===== config.mk =====
export PLATFORM = sky130hd
export DESIGN_NAME = lsu_mem_master_flat
export DESIGN_NICKNAME = d
export VERILOG_FILES = /design/src/rtl/lsu_mem_master_if.sv /design/src/rtl/lsu_mem_master.sv /design/src/flat_wrapper.sv
export SDC_FILE = /design/constraint.sdc
export NUM_CORES = 1
export LEC_CHECK = 0
export BUFFER_PORTS_ARGS = -buffer_cell sky130_fd_sc_hd__buf_2
export CORE_UTILIZATION = 43
export DETAILED_ROUTE_END_ITERATION = 16
export GPL_ROUTABILITY_DRIVEN = 1
export PLACE_DENSITY = 0.91
export SLEW_MARGIN = 20
export SYNTH_ARGS = -nofsm -noshare
export SYNTH_HDL_FRONTEND = slang
export SYNTH_SLANG_ARGS = --single-unit

===== constraint.sdc =====
create_clock -name clk -period 2.4 [get_ports clk]
set_input_delay 0.12 -clock clk [delete_from_list [all_inputs] [get_ports clk]]
set_output_delay 0.12 -clock clk [all_outputs]
set_load 0.05 [all_outputs]

===== src/rtl/lsu_mem_master_if.sv =====
// Bundles for lsu_mem_master: core request/response handshake and memory-side access port.
// The master modport is the driving side of each bundle.
interface lsu_req_if #(
  parameter int ADDR_W = 32
);
  logic              req_valid;
  logic              req_ready;
  logic              req_store;
  logic [2:0]        req_access;
  logic [ADDR_W-1:0] req_addr;
  logic [31:0]       req_wdata;
  logic              resp_valid;
  logic [31:0]       resp_rdata;
  logic              resp_err;

  modport master (
    output req_valid, req_store, req_access, req_addr, req_wdata,
    input  req_ready, resp_valid, resp_rdata, resp_err
  );
  modport slave (
    input  req_valid, req_store, req_access, req_addr, req_wdata,
    output req_ready, resp_valid, resp_rdata, resp_err
  );
endinterface

interface lsu_mem_if #(
  parameter int ADDR_W = 32
);
  logic              mem_load;
  logic              mem_store;
  logic [2:0]        mem_access;
  logic [ADDR_W-1:0] mem_addr;
  logic [31:0]       mem_wdata;
  logic [31:0]       mem_rdata;

  modport master (
    output mem_load, mem_store, mem_access, mem_addr, mem_wdata,
    input  mem_rdata
  );
  modport slave (
    input  mem_load, mem_store, mem_access, mem_addr, mem_wdata,
    output mem_rdata
  );
endinterface


===== src/rtl/lsu_mem_master.sv =====
// Load/store unit memory master: one memory cycle per aligned access, one-cycle response pulse.
// Build option LSU_SPLIT_EN: misaligned accesses become byte sequences instead of being rejected.
module lsu_mem_master #(
  parameter int ADDR_W = 32
) (
  input  logic      clk,
  input  logic      rst,
  lsu_req_if.slave  core,
  lsu_mem_if.master mem
);
`ifdef LSU_SPLIT_EN
  typedef enum logic [1:0] {IDLE = 2'd0, ALIGNED = 2'd1, SPLIT = 2'd2, RESP = 2'd3} state_e;
`else
  typedef enum logic [1:0] {IDLE = 2'd0, ALIGNED = 2'd1, RESP = 2'd3} state_e;
`endif

  function automatic logic is_illegal(input logic store, input logic [2:0] acc);
    return (acc == 3'b011) || (acc == 3'b110) || (acc == 3'b111) || (store && acc[2]);
  endfunction

  function automatic logic is_misaligned(input logic [2:0] acc, input logic [1:0] a);
    return ((acc[1:0] == 2'b01) && (a == 2'b11)) || ((acc == 3'b010) && (a != 2'b00));
  endfunction

  state_e            state_q, state_d;
  logic              store_q, store_d;
  logic              mem_load_q, mem_load_d;
  logic              mem_store_q, mem_store_d;
  logic [2:0]        mem_access_q, mem_access_d;
  logic [ADDR_W-1:0] mem_addr_q, mem_addr_d;
  logic [31:0]       mem_wdata_q, mem_wdata_d;
  logic              resp_valid_q, resp_valid_d;
  logic              resp_err_q, resp_err_d;
  logic [31:0]       resp_rdata_q, resp_rdata_d;
  logic              reject_s;

`ifdef LSU_SPLIT_EN
  // Split loads are assembled byte by byte; H/HU extension happens once the last byte lands.
  function automatic logic [31:0] split_result(input logic [2:0] acc, input logic [31:0] a);
    case (acc)
      3'b001:  return {{16{a[15]}}, a[15:0]};
      3'b101:  return {16'h0000, a[15:0]};
      default: return a;
    endcase
  endfunction

  logic [2:0]        access_q, access_d;
  logic [ADDR_W-1:0] addr_q, addr_d;
  logic [31:0]       wdata_q, wdata_d;
  logic [1:0]        k_q, k_d;
  logic [31:0]       asm_q, asm_d;
  logic [1:0]        last_k_s;
  logic [1:0]        k_nxt_s;
`endif

  // Next-state and next-output computation.
  always_comb begin
    state_d      = state_q;
    store_d      = store_q;
    mem_load_d   = 1'b0;
    mem_store_d  = 1'b0;
    mem_access_d = 3'b000;
    mem_addr_d   = '0;
    mem_wdata_d  = 32'h0;
    resp_valid_d = 1'b0;
    resp_err_d   = 1'b0;
    resp_rdata_d = 32'h0;
`ifdef LSU_SPLIT_EN
    access_d = access_q;
    addr_d   = addr_q;
    wdata_d  = wdata_q;
    k_d      = k_q;
    asm_d    = asm_q;
    last_k_s = (access_q == 3'b010) ? 2'd3 : 2'd1;
    k_nxt_s  = k_q + 2'd1;
    reject_s = is_illegal(core.req_store, core.req_access);
`else
    reject_s = is_illegal(core.req_store, core.req_access) ||
               is_misaligned(core.req_access, core.req_addr[1:0]);
`endif
    case (state_q)
      IDLE: begin
        if (core.req_valid) begin
          store_d = core.req_store;
`ifdef LSU_SPLIT_EN
          access_d = core.req_access;
          addr_d   = core.req_addr;
          wdata_d  = core.req_wdata;
`endif
          if (reject_s) begin
            state_d      = RESP;
            resp_valid_d = 1'b1;
            resp_err_d   = 1'b1;
          end
`ifdef LSU_SPLIT_EN
          else if (is_misaligned(core.req_access, core.req_addr[1:0])) begin
            state_d      = SPLIT;
            k_d          = 2'd0;
            asm_d        = 32'h0;
            mem_load_d   = ~core.req_store;
            mem_store_d  = core.req_store;
            mem_access_d = core.req_store ? 3'b000 : 3'b100;
            mem_addr_d   = core.req_addr;
            mem_wdata_d  = core.req_wdata;
          end
`endif
          else begin
            state_d      = ALIGNED;
            mem_load_d   = ~core.req_store;
            mem_store_d  = core.req_store;
            mem_access_d = core.req_access;
            mem_addr_d   = core.req_addr;
            mem_wdata_d  = core.req_wdata;
          end
        end else begin
          state_d = IDLE;
        end
      end
      ALIGNED: begin
        state_d      = RESP;
        resp_valid_d = 1'b1;
        resp_rdata_d = store_q ? 32'h0 : mem.mem_rdata;
      end
`ifdef LSU_SPLIT_EN
      SPLIT: begin
        asm_d[{k_q, 3'b000} +: 8] = mem.mem_rdata[7:0];
        if (k_q == last_k_s) begin
          state_d      = RESP;
          k_d          = 2'd0;
          resp_valid_d = 1'b1;
          resp_rdata_d = store_q ? 32'h0 : split_result(access_q, asm_d);
        end else begin
          k_d          = k_nxt_s;
          mem_load_d   = ~store_q;
          mem_store_d  = store_q;
          mem_access_d = store_q ? 3'b000 : 3'b100;
          mem_addr_d   = addr_q + ADDR_W'(k_nxt_s);
          mem_wdata_d  = wdata_q >> {k_nxt_s, 3'b000};
        end
      end
`endif
      RESP: begin
        state_d = IDLE;
      end
      default: begin
        state_d = IDLE;
      end
    endcase
  end

  // State and registered outputs; reset abandons any in-flight request.
  always_ff @(posedge clk or negedge rst) begin
    if (!rst) begin
      state_q      <= IDLE;
      store_q      <= 1'b0;
      mem_load_q   <= 1'b0;
      mem_store_q  <= 1'b0;
      mem_access_q <= 3'b000;
      mem_addr_q   <= '0;
      mem_wdata_q  <= 32'h0;
      resp_valid_q <= 1'b0;
      resp_err_q   <= 1'b0;
      resp_rdata_q <= 32'h0;
`ifdef LSU_SPLIT_EN
      access_q <= 3'b000;
      addr_q   <= '0;
      wdata_q  <= 32'h0;
      k_q      <= 2'd0;
      asm_q    <= 32'h0;
`endif
    end else begin
      state_q      <= state_d;
      store_q      <= store_d;
      mem_load_q   <= mem_load_d;
      mem_store_q  <= mem_store_d;
      mem_access_q <= mem_access_d;
      mem_addr_q   <= mem_addr_d;
      mem_wdata_q  <= mem_wdata_d;
      resp_valid_q <= resp_valid_d;
      resp_err_q   <= resp_err_d;
      resp_rdata_q <= resp_rdata_d;
`ifdef LSU_SPLIT_EN
      access_q <= access_d;
      addr_q   <= addr_d;
      wdata_q  <= wdata_d;
      k_q      <= k_d;
      asm_q    <= asm_d;
`endif
    end
  end

  assign core.req_ready  = (state_q == IDLE);
  assign core.resp_valid = resp_valid_q;
  assign core.resp_err   = resp_err_q;
  assign core.resp_rdata = resp_rdata_q;
  assign mem.mem_load    = mem_load_q;
  assign mem.mem_store   = mem_store_q;
  assign mem.mem_access  = mem_access_q;
  assign mem.mem_addr    = mem_addr_q;
  assign mem.mem_wdata   = mem_wdata_q;
endmodule


===== src/flat_wrapper.sv =====
// flat-port wrapper written by rule: the top's interface ports become plain ports
module lsu_mem_master_flat 
#(
  parameter int ADDR_W = 32
)
  (clk, rst, core_req_valid, core_req_store, core_req_access, core_req_addr, core_req_wdata, core_req_ready, core_resp_valid, core_resp_rdata, core_resp_err, mem_mem_load, mem_mem_store, mem_mem_access, mem_mem_addr, mem_mem_wdata, mem_mem_rdata);
  lsu_req_if #(.ADDR_W(ADDR_W)) core_i ();
  lsu_mem_if #(.ADDR_W(ADDR_W)) mem_i ();
  input  logic clk;
  input  logic rst;
  input wire logic [$bits(core_i.req_valid)-1:0] core_req_valid;
  input wire logic [$bits(core_i.req_store)-1:0] core_req_store;
  input wire logic [$bits(core_i.req_access)-1:0] core_req_access;
  input wire logic [$bits(core_i.req_addr)-1:0] core_req_addr;
  input wire logic [$bits(core_i.req_wdata)-1:0] core_req_wdata;
  output wire logic [$bits(core_i.req_ready)-1:0] core_req_ready;
  output wire logic [$bits(core_i.resp_valid)-1:0] core_resp_valid;
  output wire logic [$bits(core_i.resp_rdata)-1:0] core_resp_rdata;
  output wire logic [$bits(core_i.resp_err)-1:0] core_resp_err;
  output wire logic [$bits(mem_i.mem_load)-1:0] mem_mem_load;
  output wire logic [$bits(mem_i.mem_store)-1:0] mem_mem_store;
  output wire logic [$bits(mem_i.mem_access)-1:0] mem_mem_access;
  output wire logic [$bits(mem_i.mem_addr)-1:0] mem_mem_addr;
  output wire logic [$bits(mem_i.mem_wdata)-1:0] mem_mem_wdata;
  input wire logic [$bits(mem_i.mem_rdata)-1:0] mem_mem_rdata;
  assign core_i.req_valid = core_req_valid;
  assign core_i.req_store = core_req_store;
  assign core_i.req_access = core_req_access;
  assign core_i.req_addr = core_req_addr;
  assign core_i.req_wdata = core_req_wdata;
  assign core_req_ready = core_i.req_ready;
  assign core_resp_valid = core_i.resp_valid;
  assign core_resp_rdata = core_i.resp_rdata;
  assign core_resp_err = core_i.resp_err;
  assign mem_mem_load = mem_i.mem_load;
  assign mem_mem_store = mem_i.mem_store;
  assign mem_mem_access = mem_i.mem_access;
  assign mem_mem_addr = mem_i.mem_addr;
  assign mem_mem_wdata = mem_i.mem_wdata;
  assign mem_i.mem_rdata = mem_mem_rdata;
  lsu_mem_master #(.ADDR_W(ADDR_W)) u_core (.clk(clk), .rst(rst), .core(core_i), .mem(mem_i));
endmodule

==> summary.txt <==
Final layout
  – Most frequent cells in the layout: buf_2 (205), dfrtp_1 (105), and2_1 (99)
  – Diode count: 0
  – Storage cell area: 0.00263 mm²
  – Filler cells: 495
  – P&R area growth vs syn: 66.4%
  – Most common cell after layout, fill and taps aside: buf_2
  – Design Area, Final: 0.00572 mm²
  – Fin nets: 642
  – Fin cells: 646
  – Area of the multi-input gates: 752 µm²
  – Share of cells above drive strength 1: 41.9%

Global route
  – Most crowded layer after global routing: met2
  – First-pass GRT wire length: 14700 µm
  – GR Util met2: 45.0%
  – Aggregate global-route resource usage: 23.6%
  – M3 GR Usage: 5.78%
  – Largest net degree at the start of global routing: 59
  – Global route overflow: 0
  – Antenna violations before repair: 0
  – Met1 usage: 25.1%
  – Vias in the first global route: 3027

Power
  – Cell Pwr Density: 785 mW/mm²
  – Leak pwr: 3.26 nW
  – Worst vdd ir: 405 µV

Clocking
  – H-tree Lvls: 3
  – CTS Buf Count: 9
  – # clock sinks: 105
  – Post-CTS setup buffer count: 0
  – Clk buf depth: 2
  – Root Buffer: clkbuf_8
  – Worst-path clk slew: 100 ps
  – CTS tree: done
  – Clock latency on the worst-skew pair: 350 ps
  – Resize count post-CTS: 0

Worst setup path
  – Crit Path Category: register to register
  – Worst-path cell chain: or3b_4, a2111oi_4, buf_4, and2_1
  – Largest fanout on the critical path: 36
  – Reg2reg start: u_core.core.resp_valid
  – R2r setup slk: 580 ps
  – Crit path required time: 2680 ps
  – Crit. Startpoint: u_core.core.resp_valid
  – WP data arrival: 2100 ps
  – R2r worst-path depth: 4
  – CP peak stage delay: 450 ps
  – Slowest CP cell: or3b_4
  – CP Launch Type: register
  – Worst Setup End Kind: register
  – Crit Reg-Reg Endpoint: u_core.mem.mem_wdata[14]

Yosys
  – Syn Area/Cell: 14.8 µm²
  – Syn_nets: 335
  – Yosys top cell area share: 76.4%
  – Register bit total from synthesis: 105
  – Post-synth cell types: 16
  – Post-synthesis cell count: 232
  – Leading post-synthesis cells by cell area: dfrtp_1 (76%), and2_1 (18%), buf_6 (0.98%)
  – Synth warnings: 0
  – Area leader, netlist: dfrtp_1
  – Synthesized cell area: 0.00344 mm²
  – Seq/Total Area, Yosys: 76.4%

Min path
  – Worst Hold Path EP: u_core.mem.mem_access[2]
  – Min-delay src: core_req_access[2]
  – Worst min-delay path class: input port to register
  – Worst Hold Depth: 3

Place
  – Post-Place Cells: 534
  – Final Wtd Congestion: 0.713
  – DP HPWL: 5490 µm
  – Cell area after placement: 0.00458 mm²
  – Port bufs: 206

STA
  – Unrepaired setup endpoints after global routing: false
  – Tmin final: 1820 ps
  – Max-slew violation count: 0
  – Headroom to the max-slew limit: 59.3%
  – Final Hold Vio Count: 0
  – Period utilization: 75.8%
  – Layout Skew: 6.75 ps
  – Finish-stage setup viols: 0
  – Worst-margin pin slew: 611 ps
  – Fmax: 549 MHz
  – Setup_tns: 0 ps

Detailed routing
  – Drt first pass iters: 6
  – Drt drc: 0
  – Vias: 2799
  – Antenna Nets Post-Route: 0
  – Routed length per instance: 14.8 µm
  – Vias per inst: 4.33
  – Initial drt markers: 76
  – Final wirelength: 9540 µm

Floorplanning
  – Die Wd: 91.4 µm
  – Core footprint: 0.00773 mm²
  – Row count: 32
  – DIE HEIGHT: 91.4 µm
  – DIE AREA: 0.00836 mm²
  – I/O pin count: 207
  – Initial Util: 44.5%

Run
  – Max cap viols: 0

Run status
  – Status: complete, no violations
==> logic make-up (layout without fill, tap and decap cells) <==
| logic type | after synthesis | in the layout | synth area share [%] |
|---|---|---|---|
| buf+inv | 10 | 322 | 1.75 |
| mux | 1 | 1 | 0.327 |
| compound gates | 7 | 7 | 2.07 |
| simple gates | 109 | 109 | 19.5 |
| flops | 105 | 105 | 76.4 |
==> power by group <==
group | internal (mW) | leakage (nW) | switching, mW
clock | 0.412 | 0.0899 | 0.571
combinational | 0.433 | 1.73 | 1.04
sequential | 1.97 | 1.44 | 0.0687
total | 2.81 | 3.26 | 1.68
==> metrics by stage <==
step	setup WS (ps)	power, mW	hold WS, ps	util [%]
after detailed placement	610	3.42	171	59.3
after floorplan	467	3.03	-176	-
after global routing	456	4.69	12.9	74.1
after CTS	580	4.53	2.38	74.1
after global placement	675	3.39	156	59.3
final	580	4.50	16.7	74.1
==> layout make-up <==
type	instances	area share (%)
Sequential cell	105	45.9
Timing Repair Buffer	306	35.6
Multi-Input combinational cell	117	13.1
Clock buffer	11	2.47
Tap cell	102	2.23
Clock inverter	5	0.678
==> sequential cells by signal (all words and copies together), names as in the netlist <==
register,count
u_core.core.resp_err,1
u_core.state_q,1
u_core.core.resp_valid,1
u_core.mem.mem_addr,32
u_core.mem.mem_access,3
u_core.store_q,1
u_core.mem.mem_store,1
u_core.core.resp_rdata,32
u_core.mem.mem_load,1
u_core.mem.mem_wdata,32
==> metal layers <==
layer | share of wire, % | vias to the layer above | wire length, µm
met4 | 1.3 | 0 | 122
met5 | 0 | - | 0
met2 | 55 | 141 | 5220
met3 | 7.4 | 9 | 707
met1 | 37 | 1329 | 3490
li1 | - | 1320 | -
==> Yosys cell counts <==
master       n
dfrtp_1    105
nor2_1       6
or3b_4       1
a21o_1       1
a211oi_1     1
nand2b_1     1
o21a_1       2
nand2_1      1
buf_6        3
clkbuf_1     7
o21ai_0      1
mux2_2       1
nor2b_1      1
a2111oi_4    1
and2_1      99
a311oi_1     1
==> how the worst max path moves through the flow <==
| stage | slack, ps | endpoint |
|---|---|---|
| 4_1_cts | 580 | u_core.mem.mem_load |
| 3_3_place_gp | 670 | u_core.mem.mem_load |
| 5_1_grt | 460 | u_core.mem.mem_load |
| 6_report | 580 | u_core.mem.mem_wdata[14] |
| 3_5_place_dp | 610 | u_core.mem.mem_wdata[30] |
| 2_1_floorplan | 470 | u_core.mem.mem_wdata[11] |
==> worst max-delay path: cells and delay by family (launching register included) <==
family	cells	cell delay, ps
compound gates	1	350
flops	1	420
simple gates	2	650
buf+inv	1	330
==> repair_timing <==
action | 4_1_cts | 5_1_grt
endpoints found under the setup margin | 0 | 0
hold buffers | 96 | 0
endpoints found under the hold margin | 142 | 0
Note: power is estimated with default switching activity, not from simulation.
